==> config.mk <==
export PLATFORM = sky130hd
export DESIGN_NAME = header_responder_flat
export DESIGN_NICKNAME = d
export VERILOG_FILES = /design/src/rtl/hdr_pkg.sv /design/src/rtl/header_responder_if.sv /design/src/rtl/hdr_nonce_ctr.sv /design/src/rtl/header_responder.sv /design/src/flat_wrapper.sv
export SDC_FILE = /design/constraint.sdc
export NUM_CORES = 1
export LEC_CHECK = 0
export ABC_AREA = 0
export BUFFER_PORTS_ARGS = -buffer_cell sky130_fd_sc_hd__buf_2
export CORE_UTILIZATION = 30
export CTS_BUF_LIST = sky130_fd_sc_hd__clkbuf_8
export CTS_CLUSTER_DIAMETER = 80
export DETAILED_ROUTE_END_ITERATION = 7
export GPL_TIMING_DRIVEN = 0
export PLACE_DENSITY_LB_ADDON = 0.15
export SLEW_MARGIN = 20
export SYNTH_ARGS = -nofsm -noshare
export SYNTH_HDL_FRONTEND = slang
export SYNTH_SLANG_ARGS = --single-unit
==> constraint.sdc <==
create_clock -name clk -period 6.4 [get_ports clk]
set_clock_uncertainty 0.2 [all_clocks]
set_input_delay 1.28 -clock clk [delete_from_list [all_inputs] [get_ports clk]]
set_output_delay 1.28 -clock clk [all_outputs]
set_load 0.1 [all_outputs]
==> src/rtl/hdr_pkg.sv <==
// hdr_pkg: shared constants and serve-state encoding for header_responder.
// Contents: header geometry, nonce word index, pad word, serve FSM states.
package hdr_pkg;

    localparam int HDR_BYTES  = 80;
    localparam int HDR_WORDS  = 20;
    localparam int NONCE_ADDR = 19;

    localparam logic [31:0] PAD_WORD = 32'h0;

    typedef enum logic [1:0] {
        IDLE  = 2'd0,
        SERVE = 2'd1,
        HOLD  = 2'd2
    } srv_state_t;

endpackage

==> src/rtl/header_responder_if.sv <==
// header_responder_if: word-fetch bus between hashing engine and responder.
// Ports: rq, addr (engine -> responder); data, rdy (responder -> engine).
interface header_responder_if;

    logic        rq;
    logic [4:0]  addr;
    logic [31:0] data;
    logic        rdy;

    modport master (
        output rq,
        output addr,
        input  data,
        input  rdy
    );

    modport slave (
        input  rq,
        input  addr,
        output data,
        output rdy
    );

endinterface

==> src/rtl/hdr_nonce_ctr.sv <==
// hdr_nonce_ctr: nonce register (header word 19) with byte-lane load,
// add-with-carry step and sticky wrap flag.
// Ports: clk, rst, ld_en/ld_lane/ld_byte, clr_wrap, inc, nonce, nonce_wrap.
module hdr_nonce_ctr #(
    parameter int unsigned NONCE_STEP = 1
) (
    input  logic        clk,
    input  logic        rst,
    input  logic        ld_en,
    input  logic [1:0]  ld_lane,
    input  logic [7:0]  ld_byte,
    input  logic        clr_wrap,
    input  logic        inc,
    output logic [31:0] nonce,
    output logic        nonce_wrap
);

    logic [32:0] sum;

    assign sum = {1'b0, nonce} + {1'b0, 32'(NONCE_STEP)};

    always_ff @(posedge clk) begin
        if (rst) begin
            nonce      <= 32'h0;
            nonce_wrap <= 1'b0;
        end else begin
            // Lane 0 is the first byte of the word and lands in [31:24].
            if (ld_en) begin
                unique case (ld_lane)
                    2'd0: nonce[31:24] <= ld_byte;
                    2'd1: nonce[23:16] <= ld_byte;
                    2'd2: nonce[15:8]  <= ld_byte;
                    2'd3: nonce[7:0]   <= ld_byte;
                endcase
            end else if (inc) begin
                nonce <= sum[31:0];
            end

            if (clr_wrap) begin
                nonce_wrap <= 1'b0;
            end else if (inc && sum[32]) begin
                nonce_wrap <= 1'b1;
            end
        end
    end

endmodule

==> src/rtl/header_responder.sv <==
// header_responder: serves the 80-byte block header to the hash engine
// word by word, loads it byte-serially from the host, owns the nonce.
// Ports: clk, rst, ld_valid/ld_data/ld_ready, bus (rq/addr/data/rdy),
// nonce_inc, nonce, hdr_valid, nonce_wrap.
// Build option: HDR_NONCE_AUTO_EN auto-increments the nonce after
// every serve of word 19.
module header_responder
    import hdr_pkg::*;
#(
    parameter int unsigned NONCE_STEP = 1
) (
    input  logic               clk,
    input  logic               rst,
    input  logic               ld_valid,
    input  logic [7:0]         ld_data,
    output logic               ld_ready,
    header_responder_if.slave  bus,
    input  logic               nonce_inc,
    output logic [31:0]        nonce,
    output logic               hdr_valid,
    output logic               nonce_wrap
);

    srv_state_t  state_q, state_d;
    logic [6:0]  cnt_q;
    logic        hdr_valid_q;
    logic [31:0] data_q;
    logic [31:0] rd_word;
    logic [31:0] buf_q [0:HDR_WORDS-2];
    logic        capture;
    logic        ld_acc;
    logic        first_byte;
    logic        last_byte;
    logic        in_buf;
    logic        auto_inc;
    logic        inc;

    assign ld_ready   = (state_q == IDLE);
    assign ld_acc     = ld_valid & ld_ready;
    assign first_byte = (cnt_q == 7'd0);
    assign last_byte  = (cnt_q == 7'(HDR_BYTES - 1));
    assign in_buf     = (cnt_q < 7'(4 * NONCE_ADDR));

    assign bus.rdy    = (state_q == SERVE);
    assign bus.data   = data_q;
    assign hdr_valid  = hdr_valid_q;

`ifdef HDR_NONCE_AUTO_EN
    logic [4:0] addr_q;

    always_ff @(posedge clk) begin
        if (rst) begin
            addr_q <= 5'd0;
        end else if (capture) begin
            addr_q <= bus.addr;
        end
    end

    assign auto_inc = (state_q == SERVE) &&
                      (addr_q == 5'(NONCE_ADDR));
`else
    assign auto_inc = 1'b0;
`endif

    // An auto step and a host pulse in the same cycle merge into one.
    assign inc = (nonce_inc && hdr_valid_q && !ld_acc) || auto_inc;

    always_comb begin
        rd_word = PAD_WORD;
        if (bus.addr < 5'(NONCE_ADDR)) begin
            rd_word = buf_q[bus.addr];
        end else if (bus.addr == 5'(NONCE_ADDR)) begin
            rd_word = nonce;
        end
    end

    // A host byte wins over a new request in the same IDLE cycle.
    always_comb begin
        state_d = state_q;
        capture = 1'b0;
        unique case (state_q)
            IDLE: begin
                if (bus.rq && hdr_valid_q && !ld_acc) begin
                    state_d = SERVE;
                    capture = 1'b1;
                end
            end
            SERVE: state_d = HOLD;
            HOLD: begin
                if (!bus.rq) begin
                    state_d = IDLE;
                end
            end
            default: state_d = IDLE;
        endcase
    end

    always_ff @(posedge clk) begin
        if (rst) begin
            state_q     <= IDLE;
            cnt_q       <= 7'd0;
            hdr_valid_q <= 1'b0;
            data_q      <= 32'h0;
        end else begin
            state_q <= state_d;
            if (capture) begin
                data_q <= rd_word;
            end
            if (ld_acc) begin
                cnt_q <= last_byte ? 7'd0 : cnt_q + 7'd1;
                if (last_byte) begin
                    hdr_valid_q <= 1'b1;
                end else if (first_byte) begin
                    hdr_valid_q <= 1'b0;
                end
            end
        end
    end

    always_ff @(posedge clk) begin
        if (ld_acc && in_buf) begin
            unique case (cnt_q[1:0])
                2'd0: buf_q[cnt_q[6:2]][31:24] <= ld_data;
                2'd1: buf_q[cnt_q[6:2]][23:16] <= ld_data;
                2'd2: buf_q[cnt_q[6:2]][15:8]  <= ld_data;
                2'd3: buf_q[cnt_q[6:2]][7:0]   <= ld_data;
            endcase
        end
    end

    hdr_nonce_ctr #(
        .NONCE_STEP (NONCE_STEP)
    ) u_nonce (
        .clk        (clk),
        .rst        (rst),
        .ld_en      (ld_acc && !in_buf),
        .ld_lane    (cnt_q[1:0]),
        .ld_byte    (ld_data),
        .clr_wrap   (ld_acc && first_byte),
        .inc        (inc),
        .nonce      (nonce),
        .nonce_wrap (nonce_wrap)
    );

endmodule

==> src/flat_wrapper.sv <==
// flat-port wrapper written by rule: the top's interface ports become plain ports
module header_responder_flat import hdr_pkg::*;
#(
    parameter int unsigned NONCE_STEP = 1
)
  (clk, rst, ld_valid, ld_data, ld_ready, nonce_inc, nonce, hdr_valid, nonce_wrap, bus_rq, bus_addr, bus_data, bus_rdy);
  header_responder_if bus_i ();
  input  logic clk;
  input  logic rst;
  input  logic ld_valid;
  input  logic [7:0] ld_data;
  output logic ld_ready;
  input  logic nonce_inc;
  output logic [31:0] nonce;
  output logic hdr_valid;
  output logic nonce_wrap;
  input wire logic [$bits(bus_i.rq)-1:0] bus_rq;
  input wire logic [$bits(bus_i.addr)-1:0] bus_addr;
  output wire logic [$bits(bus_i.data)-1:0] bus_data;
  output wire logic [$bits(bus_i.rdy)-1:0] bus_rdy;
  assign bus_i.rq = bus_rq;
  assign bus_i.addr = bus_addr;
  assign bus_data = bus_i.data;
  assign bus_rdy = bus_i.rdy;
  header_responder #(.NONCE_STEP(NONCE_STEP)) u_core (.clk(clk), .rst(rst), .ld_valid(ld_valid), .ld_data(ld_data), .ld_ready(ld_ready), .bus(bus_i), .nonce_inc(nonce_inc), .nonce(nonce), .hdr_valid(hdr_valid), .nonce_wrap(nonce_wrap));
endmodule
==> out/results.txt, run 1 <==
Worst skew pair latency -> 0.75 ns
FFs w/ async S/R, synth -> 0
Req. time, crit path -> 6.87 ns
Met3 wire len -> 5.79 mm
Post-synth EDFFs -> 608
Core ar. -> 0.0901 mm2
Synth Area in XOR/XNOR -> 0.00128
Worst-path fanout max -> 10
Via count -> 15960
Initial antenna violation count -> 11
HP Start -> u_core.bus.data[17]
Grt ovf -> 0
Standard-cell row count -> 110
Die width -> 304 um
Worst Setup Start Kind -> primary input
Post-Synthesis Cells -> 1582
Mapped cell area -> 0.0274 mm2
H-tree depth -> 3
DR WL met2 -> 38.9 mm
Slew Limit Headroom -> 0.202
Router iterations before antenna repair -> 5
Worst Setup SP -> bus_addr[0]
Pwr per Cell Area -> 283 mW/mm2
Reg clk slew, reported paths -> 0.06 ns
Setup TNS -> 0 ns
Worst setup margin -> 2.51 ns
Multiplexer share of the synthesized area -> 0.142
Final setup fails -> 0
CP max stage delay -> 0.68 ns
DP Worst Slack -> 1.70 ns
Highest routing layer actually used -> met5
First-pass GRT wire length -> 121 mm
HPWL after DPL -> 59.5 mm
Pins Over Slew Limit -> 0
WL met1 -> 39.0 mm
Register area share after synthesis -> 0.722
Post-Synth Adder-Cell Area -> 0.00229
Via/cell ratio -> 5.20
Largest family of logic cells by synthesized area -> multiplexers
Root Buffer -> clkbuf_8
Status -> complete, no violations
Avg Synthesized Cell Area -> 17.3 um2
Critical Path End Type -> flip-flop
Clock buffer count from CTS -> 118
Largest net degree at the start of global routing -> 59
Synth Flop Type -> edfxtp_1
Share of layout cells above drive strength 1 -> 0.233
Area Growth Syn to Fin -> 15.7%
Reg2Reg Launch Point -> u_core.state_q[1]
Die area -> 0.0924 mm2
Nets -> 1816
Resized Gates After CTS -> 0
Longest Clk Path Bufs -> 3
Port Buffer Count -> 81
Yosys Warn Count -> 0
WL final -> 85.6 mm
Initial DRC Count -> 1484
Postcts setup bufs -> 0
All-Layer GR Usage -> 0.184
Peak VDD IR -> 0.165 mV
DRC -> 0
Die Height -> 304 um
Count of cell types in the netlist -> 77
Initial core utilization -> 0.304
Vias in the first global route -> 16337
Final hold vios -> 0
Clk pwr share -> 0.411
Crit path top cell by count -> buf_4
Part of the power in registers -> 0.543
Area contributors post-synth -> edfxtp_1 67%, mux4_2 11%, dfxtp_1 5.5%, mux2i_1 2.3%, nand2_1 1.8%
Clock Sinks -> 683
Worst Hold Class -> flip-flop to flip-flop
Fin crit share -> 0.608
Critical path type -> primary input to flip-flop
Share of the synthesized area in the top cell type -> 0.667
Post-CTS Hold Buffers -> 0
Sw frac -> 0.233
Synthesized Nets -> 1605
P_leak -> 10.5 nW
Unrepaired setup endpoints after global routing -> no
Tmin final -> 3.89 ns
Worst Tran Pin Value -> 1.19 ns
Slowest CP cell -> nor4_2
Pint -> 6.86 mW
NetSw -> 2.08 mW
Worst Path Arrival -> 4.36 ns
CTS tree -> built
Combinational Power Share -> 0.046
Compound-Gate Fraction of Synth Area -> 0.0498
Antenna-violating nets left -> 0
Max-Cap Viols -> 0
I/O Pins -> 86
Maximum clock frequency -> 257 MHz
Placer Congestion -> 0.907
Synth area leader -> edfxtp_1
Cell Chain, Critical Path -> buf_2 > buf_4 > buf_4 > nand3_1 > nor4_2 > buf_4 > clkbuf_1 > a22oi_1 > nand2_1
Synth Area in Simple Gates -> 0.0667
WL/cell -> 27.9 um
Flops & latches, synth -> 683
==> layout make-up <==
| cell class | count | area (um2) |
|---|---|---|
| Clock buffer | 124 | 1710 |
| Antenna cell | 5 | 12.5 |
| Fill cell | 8537 | 58500 |
| Inverter | 7 | 26.3 |
| Clock inverter | 92 | 447 |
| Tap cell | 1176 | 1470 |
| Timing Repair Buffer | 91 | 619 |
| Buffer | 90 | 412 |
| Sequential cell | 683 | 19800 |
| Multi-Input combinational cell | 802 | 7190 |
==> sequential cells by signal, summed over array words and instances, names as in the netlist <==
signal / flops
u_core.buf_q: 608
u_core.bus.data: 32
u_core.cnt_q: 7
u_core.hdr_valid: 1
u_core.state_q: 2
u_core.u_nonce.nonce: 32
u_core.u_nonce.nonce_wrap: 1
==> metrics by stage <==
stage | std cells | hold slack, ns | area, um2 | power (mW) | utilization
2_1_floorplan | 1582 | 0.265 | 27400 | 5.16 | -
3_3_place_gp | 2839 | 0.270 | 29200 | 5.36 | 0.324
3_5_place_dp | 2849 | 0.274 | 29500 | 5.37 | 0.327
4_1_cts | 3065 | 0.287 | 31600 | 9.05 | 0.351
5_1_grt | 3067 | 0.306 | 31600 | 9.25 | 0.351
6_report | 3070 | 0.283 | 31600 | 8.94 | 0.351
==> per-layer routing <==
| metal | vias up | global-route usage |
|---|---|---|
| met2 | 615 | 0.287 |
| met1 | 8398 | 0.264 |
| met4 | 4 | 0.0486 |
| met3 | 123 | 0.0338 |
| li1 | 6820 | - |
| met5 | - | 0 |
==> power by group through the flow <==
stage	combinational (mW)	sequential, mW	clock [mW]
after global routing	0.438	4.86	3.95
after CTS	0.423	4.86	3.77
final	0.412	4.86	3.67
after detailed placement	0.422	4.95	0
after global placement	0.401	4.96	0
after floorplan	0.204	4.95	0
==> path summary, 6_finish.rpt <==
path              depth (start not counted)  slack (ns)                   to
hold reg to reg                           2        0.28  u_core.bus.data[17]
hold / removal                            2        0.28  u_core.bus.data[17]
setup reg to reg                          6        2.69  u_core.buf_q[6][13]
setup / recovery                          9        2.51   u_core.bus.data[3]
==> worst max-delay path, delay by kind of cell <==
family | cells | cell delay [ns]
simple gates | 3 | 0.93
compound gates | 1 | 0.16
buf+inv | 5 | 1.95
==> synthesized netlist by cell type, types with 6 or more instances <==
library cell and count:
edfxtp_1 608, nand2_1 131, mux4_2 128, nor2_1 120
dfxtp_1 75, mux2i_1 64, clkbuf_1 58, a21oi_1 39
a22oi_1 35, mux2_2 32, nand4_1 28, nand3_1 24
o21ai_0 20, o22a_1 20, buf_2 18, nor3_1 18
o2111ai_1 12, and3_1 10, a211oi_1 8, buf_1 6
==> cells by family after synthesis <==
group	count (synthesis)
flops	683
mux	224
compound gates	188
fa+ha+maj	5
buf+inv	97
simple gates	381
xor+xnor	4
==> layout by cell type (no fill, tap or decap), types with 5 or more instances in the layout <==
cell type / n
ha_1: 5
clkbuf_8: 126
nand2_1: 131
o31ai_1: 5
clkbuf_1: 58
and3_1: 10
o21ai_0: 20
mux4_2: 128
buf_1: 5
mux2i_1: 64
buf_12: 6
nor3_1: 18
o2111ai_1: 12
a21o_1: 5
a211oi_1: 8
buf_2: 91
nand3_1: 24
nor2_2: 5
inv_1: 65
edfxtp_1: 608
o22a_1: 20
nand3b_1: 5
diode_2: 5
clkinv_1: 21
nand4_1: 28
nor2_1: 115
clkinv_2: 7
a21oi_1: 39
a22oi_1: 35
dfxtp_1: 75
mux2_2: 32
buf_4: 13
(Power assumes the default switching activity.)
==> run 2, diff against run 1 <==
--- a/config.mk
+++ b/config.mk
@@ -5,7 +5,7 @@
 export SDC_FILE = /design/constraint.sdc
 export NUM_CORES = 1
 export LEC_CHECK = 0
-export ABC_AREA = 0
+export ABC_AREA = 1
 export BUFFER_PORTS_ARGS = -buffer_cell sky130_fd_sc_hd__buf_2
 export CORE_UTILIZATION = 30
 export CTS_BUF_LIST = sky130_fd_sc_hd__clkbuf_8
==> constraint.sdc (replaced) <==
create_clock -name clk -period 3.55 [get_ports clk]
set_clock_uncertainty 0.2 [all_clocks]
set_input_delay 0.71 -clock clk [delete_from_list [all_inputs] [get_ports clk]]
set_output_delay 0.71 -clock clk [all_outputs]
set_load 0.1 [all_outputs]
==> run 2 against run 1 <==
Effect of this change: largest cell class unchanged; utilization fell by 0.21 points; global-route usage rose by 1.2 points; die area rose by 10%; critical path depth fell by 5; synthesized area rose by 10%; wire length rose by 17%.
==> out/results.txt, run 2 <==
Pins Over Slew Limit -> 0 (unchanged)
Maximum clock frequency -> 289 MHz
Worst-path fanout max -> 8 (-2)
I/O Pins -> 86 (unchanged)
Avg Synthesized Cell Area -> 9.81 um2 (-43%)
Max-Cap Viols -> 0 (unchanged)
Critical path type -> flip-flop to flip-flop
DRC -> 0 (unchanged)
Worst Hold Class -> primary input to flip-flop
Flops & latches, synth -> 683 (unchanged)
Router iterations before antenna repair -> 6 (+1)
Mapped cell area -> 0.0301 mm2 (+10%)
Pwr per Cell Area -> 477 mW/mm2 (+69%)
Standard-cell row count -> 115 (+4.5%)
Share of layout cells above drive strength 1 -> 0.114 (-0.120)
Slew Limit Headroom -> 0.198 (-0.00460)
Worst reg-to-reg path cell count -> 4 (-2)
Initial DRC Count -> 1706 (+15%)
Post-Synthesis Cells -> 3070 (+94%)
HPWL after DPL -> 68.7 mm (+15%)
WL final -> 99.9 mm (+17%)
Tmin final -> 3.46 ns
Initial core utilization -> 0.305 (+0.00104)
Critical Path End -> u_core.buf_q[12][30]
Unrepaired setup endpoints after global routing -> no
Fin crit share -> 0.975
Multi-input gate area in the final layout -> 0.00839 mm2 (+17%)
Share of the synthesized area in the top cell type -> 0.606 (-0.0608)
Reg2Reg Launch Point -> u_core.cnt_q[4]
Critical Path End Type -> flip-flop
Clock buffer count from CTS -> 120 (+1.7%)
Via/cell ratio -> 4.65 (-10%)
Final hold vios -> 0 (unchanged)
Area Growth Syn to Fin -> 14.6%
Largest register FFs -> 608 (unchanged)
Peak VDD IR -> 0.264 mV (+60%)
Grt ovf -> 0 (unchanged)
Req. time, crit path -> 3.71 ns (-3.16 ns)
DP Worst Slack -> 0.0675 ns (-1.64 ns)
Die area -> 0.102 mm2 (+10%)
Area contributors post-synth -> edfxtp_1 61%, nand2_1 12%, dfxtp_1 5.0%, nor2_1 4.0%, nand3_1 4.0%
WL/cell -> 21.4 um (-23%)
Via count -> 21690 (+36%)
Largest family of logic cells by synthesized area -> simple AND/OR/NAND/NOR gates
Worst Tran Pin Value -> 1.19 ns (+0.00212 ns)
Nets -> 3306 (+82%)
Synth Area in XOR/XNOR -> 0.00233 (+0.00105)
Filler cells -> 10162 (+19%)
Worst flop-to-flop path endpoint -> u_core.buf_q[12][30]
Die width -> 319 um (+4.9%)
Register area share after synthesis -> 0.656 (-0.0658)
Setup TNS -> 0 ns (unchanged)
Clock Sinks -> 683 (unchanged)
Final setup fails -> 0 (unchanged)
Worst Setup Start Kind -> flip-flop
FFs w/ async S/R, synth -> 0 (unchanged)
H-tree depth -> 3 (unchanged)
Count leader, synth -> nand2_1
Postcts setup bufs -> 0 (unchanged)
Post-Synth Adder-Cell Area -> 0.00208 (-0.000208)
Die Height -> 319 um (+4.9%)
Worst Setup SP -> u_core.cnt_q[4]
Root Buffer -> clkbuf_8
Commonest non-fill, non-tap cell in the layout -> nand2_1
Multiplexer share of the synthesized area -> 0 (-0.142)
Reg area -> 0.0198 mm2 (unchanged)
Reg clk slew, reported paths -> 0.06 ns (about the same)
Post-synth EDFFs -> 608 (unchanged)
Synth area leader -> edfxtp_1
Status -> complete, no violations
Synth cell count leaders -> 967 x nand2_1, 608 x edfxtp_1, 322 x nor2_1
Synthesized Nets -> 3093 (+93%)
Worst setup margin -> 0.0888 ns (-2.42 ns)
Largest net degree at the start of global routing -> 65 (+10%)
Core ar. -> 0.0989 mm2 (+9.7%)
Yosys Warn Count -> 0 (unchanged)
P_leak -> 13.9 nW (+33%)
Longest Clk Path Bufs -> 3 (unchanged)
All-Layer GR Usage -> 0.196 (+0.0116)
Worst Path Arrival -> 3.62 ns (-0.74 ns)
CTS tree -> built
Vias in the first global route -> 21573 (+32%)
Synth Flop Type -> edfxtp_1
First-pass GRT wire length -> 146 mm (+20%)
Antenna-violating nets left -> 0 (unchanged)
Reg-to-reg slack, setup -> 0.09 ns (-2.60 ns)
Most frequent cells in the layout -> 967 x nand2_1, 608 x edfxtp_1, 344 x inv_1
Synth Area in Simple Gates -> 0.212 (+0.146)
Initial antenna violation count -> 3 (-8)
Port Buffer Count -> 82 (+1.2%)
Count of cell types in the netlist -> 38 (-51%)
Worst skew pair latency -> 0.76 ns (about the same)
Placer Congestion -> 0.887 (-2.2%)
Compound-Gate Fraction of Synth Area -> 0.0615 (+0.0118)
-- run 2: cell count changes in the layout (fill, tap and decap cells not counted), moves of 35 or more --
| cell | change |
|---|---|
| nand3_1 | +214 |
| inv_1 | +279 |
| a22oi_1 | -35 |
| nand2_1 | +836 |
| nor2_1 | +206 |
| mux2i_1 | -64 |
| buf_2 | +44 |
| a21oi_1 | +121 |
| o21ai_0 | +81 |
| mux4_2 | -128 |
-- run 2: kinds of logic after synthesis --
group           count (synthesis)
simple gates                 1575
compound gates                341
buf+inv                       458
fa+ha+maj                       5
flops                         683
xor+xnor                        8
-- run 2: stage by stage --
step	cells	hold slack [ns]	power (mW)	cell area [um2]	utilization
final	4661	0.0444	16.4	34500	0.349
after global routing	4661	0.0214	17.0	34500	0.349
after global placement	4439	0.318	10.0	32100	0.325
after CTS	4660	0.00233	16.6	34500	0.349
after floorplan	3070	0.284	9.48	30100	-
after detailed placement	4447	0.325	10.1	32400	0.328
-- run 2: worst min path at each step --
stage	start	end	slack (ns)	depth (start not counted)
floorplan	u_core.cnt_q[1]	u_core.cnt_q[1]	0.28	2
global placement	u_core.bus.data[19]	u_core.bus.data[19]	0.32	2
detailed placement	u_core.state_q[1]	u_core.state_q[1]	0.32	1
CTS	rst	u_core.cnt_q[1]	0.002	2
global route	rst	u_core.cnt_q[1]	0.02	2
finish	rst	u_core.cnt_q[1]	0.04	2
-- run 2: critical path, stage by stage (launching register included) --
cell and delay (ns):
dfxtp_1 0.46, inv_1 0.13, nor3_1 0.96, nand2_1 0.49
nor2_1 0.84
-- run 2: area by class of cell --
type | instances | area share
Antenna cell | 1 | 0.0000725
Inverter | 306 | 0.0334
Tap cell | 1287 | 0.0467
Clock inverter | 86 | 0.0104
Buffer | 152 | 0.0238
Multi-Input combinational cell | 1929 | 0.243
Sequential cell | 683 | 0.573
Timing Repair Buffer | 91 | 0.0196
Clock buffer | 126 | 0.0503
-- run 2: what timing repair did --
| action | CTS | global route |
|---|---|---|
| gates resized for setup | 0 | 1 |
| endpoints found under the setup margin | 0 | 2 |
| hold buffers | 1 | 0 |
| hold endpoints to repair | 1 | 0 |
-- run 2: where the power goes --
part           internal [mW]  switching, mW  leakage, nW
Sequential              8.76        0.00603         6.07
Combinational          0.271          0.861         6.61
Clock                   3.24           3.31         1.23
-- run 2: layer usage --
metal	vias up	wire length (um)	GRT usage
met3	137	5730	0.0363
met4	2	2990	0.0630
li1	10563	-	-
met5	-	9	0
met2	597	45400	0.311
met1	10391	45800	0.269
==> run 3, diff against run 2 <==
==> constraint.sdc (replaced) <==
create_clock -name clk -period 3.65 [get_ports clk]
set_clock_uncertainty 0.2 [all_clocks]
set_input_delay 0.73 -clock clk [delete_from_list [all_inputs] [get_ports clk]]
set_output_delay 0.73 -clock clk [all_outputs]
set_load 0.1 [all_outputs]
==> run 3 against run 2 <==
Effect of this change: first-iteration DRC count increased by 0.29%; critical path depth unchanged; highest routed layer unchanged; final cell count about the same; critical endpoint is now u_core.buf_q[13][30]; maximum frequency decreased by 2.0%; flip-flop and latch count unchanged; clock power decreased by 3.1%.
==> out/results.txt, run 3 (synthesis results as in run 2) <==
Share of layout cells above drive strength 1 -> 0.113 (-0.000263)
I/O Pins -> 86 (unchanged)
Tmin final -> 3.53 ns (+0.0715 ns)
HPWL after DPL -> 68.7 mm (unchanged)
Worst Hold Class -> primary input to flip-flop
Postcts setup bufs -> 0 (unchanged)
Initial antenna violation count -> 3 (unchanged)
Commonest non-fill, non-tap cell in the layout -> nand2_1
DRC -> 0 (unchanged)
Worst-path fanout max -> 8 (unchanged)
Unrepaired setup endpoints after global routing -> no
Largest register FFs -> 608 (unchanged)
CTS tree -> built
Die width -> 319 um (unchanged)
Largest net degree at the start of global routing -> 65 (unchanged)
First-pass GRT wire length -> 146 mm (unchanged)
Longest Clk Path Bufs -> 3 (unchanged)
Area Growth Syn to Fin -> 14.5% (about the same)
Reg clk slew, reported paths -> 0.06 ns (about the same)
Initial core utilization -> 0.305 (unchanged)
Slew Limit Headroom -> 0.191 (-0.00699)
Core ar. -> 0.0989 mm2 (unchanged)
Post-CTS Hold Buffers -> 0 (-1)
Maximum clock frequency -> 283 MHz (-2.0%)
Pins Over Slew Limit -> 0 (unchanged)
Root Buffer -> clkbuf_8
Die area -> 0.102 mm2 (unchanged)
WL/cell -> 21.4 um (-0.27%)
Vias in the first global route -> 21573 (unchanged)
Resized Gates After CTS -> 0 (unchanged)
Status -> complete, no violations
All-Layer GR Usage -> 0.196 (unchanged)
Area after DPL -> 0.0324 mm2 (unchanged)
Most frequent cells in the layout -> 967 x nand2_1, 608 x edfxtp_1, 344 x inv_1
Grt ovf -> 0 (unchanged)
Router iterations before antenna repair -> 6 (unchanged)
Die Height -> 319 um (unchanged)
Fin crit share -> 0.968 (-0.00711)
Worst Setup Start Kind -> flip-flop
Standard-cell row count -> 115 (unchanged)
Nets -> 3305 (-0.030%)
Antenna-violating nets left -> 0 (unchanged)
Setup TNS -> 0 ns (unchanged)
Peak VDD IR -> 0.257 mV (-3.0%)
Worst Tran Pin Value -> 1.20 ns (+0.0104 ns)
Pwr per Cell Area -> 463 mW/mm2 (-2.8%)
Final hold vios -> 0 (unchanged)
Clock Sinks -> 683 (unchanged)
Initial DRC Count -> 1711 (+0.29%)
Port Buffer Count -> 82 (unchanged)
Clock buffer count from CTS -> 120 (unchanged)
Req. time, crit path -> 3.80 ns (+0.09 ns)
P_leak -> 13.9 nW (about the same)
Worst skew pair latency -> 0.75 ns (about the same)
H-tree depth -> 3 (unchanged)
Critical Path End Type -> flip-flop
Via count -> 21666 (-0.11%)
Via/cell ratio -> 4.65 (about the same)
Max-Cap Viols -> 0 (unchanged)
Critical path type -> flip-flop to flip-flop
WL final -> 99.6 mm (-0.29%)
Final Cell Area -> 0.0345 mm2 (about the same)
Final setup fails -> 0 (unchanged)
Worst Path Arrival -> 3.68 ns (+0.06 ns)
Placer Congestion -> 0.887 (unchanged)
run 3: cell types whose count changed in the layout (fill, tap and decap cells not counted):
cell           change
dlygate4sd3_1      -1
nor2_2             -1
nor2_1             +1
run 3: final timing paths:
| kind | cells after the start | slack [ns] | from | endpoint |
|---|---|---|---|---|
| worst max-delay path | 4 | 0.12 | u_core.cnt_q[4] | u_core.buf_q[13][30] |
| worst min-delay path | 2 | 0.07 | rst | u_core.cnt_q[1] |
| worst max register to register | 4 | 0.12 | u_core.cnt_q[4] | u_core.buf_q[13][30] |
| worst min register to register | 2 | 0.34 | u_core.bus.data[25] | u_core.bus.data[25] |
run 3: final cells by class:
cell class | instances | area (um2)
antenna | 1 | 2.50
buffer | 152 | 820
clock buffer | 126 | 1730
clock inverter | 86 | 360
fill | 10162 | 64400
inverter | 306 | 1150
multi-input combinational | 1929 | 8380
sequential | 683 | 19800
tap | 1287 | 1610
timing repair buffer | 90 | 666
run 3: report_power, final:
part | switching [mW] | leakage, nW | internal, mW
Clock | 3.20 | 1.23 | 3.15
Sequential | 0.00598 | 6.07 | 8.52
Combinational | 0.841 | 6.61 | 0.263
Total | 4.04 | 13.9 | 11.9
run 3: metrics by stage:
stage	power [mW]	std cells	hold slack [ns]	setup WS [ns]	util
global route	16.6	4660	0.0220	0.0760	0.349
finish	16.0	4660	0.0710	0.117	0.349
floorplan	9.22	3070	0.284	1.04	-
CTS	16.2	4659	0.0118	0.218	0.349
detailed placement	9.79	4447	0.325	0.148	0.328
global placement	9.77	4439	0.318	0.136	0.325
run 3: layer usage:
layer | wire (um) | share of wire | track usage
met5 | 9 | 0.000090 | 0
met4 | 3070 | 0.031 | 0.0630
met3 | 5370 | 0.054 | 0.0363
met2 | 45200 | 0.45 | 0.311
met1 | 46000 | 0.46 | 0.269
run 3: worst max-delay path: stages, from the launching register on:
cell     delay (ns)
dfxtp_1        0.46
inv_1          0.13
nor3_1         0.97
nand2_1        0.51
nor2_1         0.89
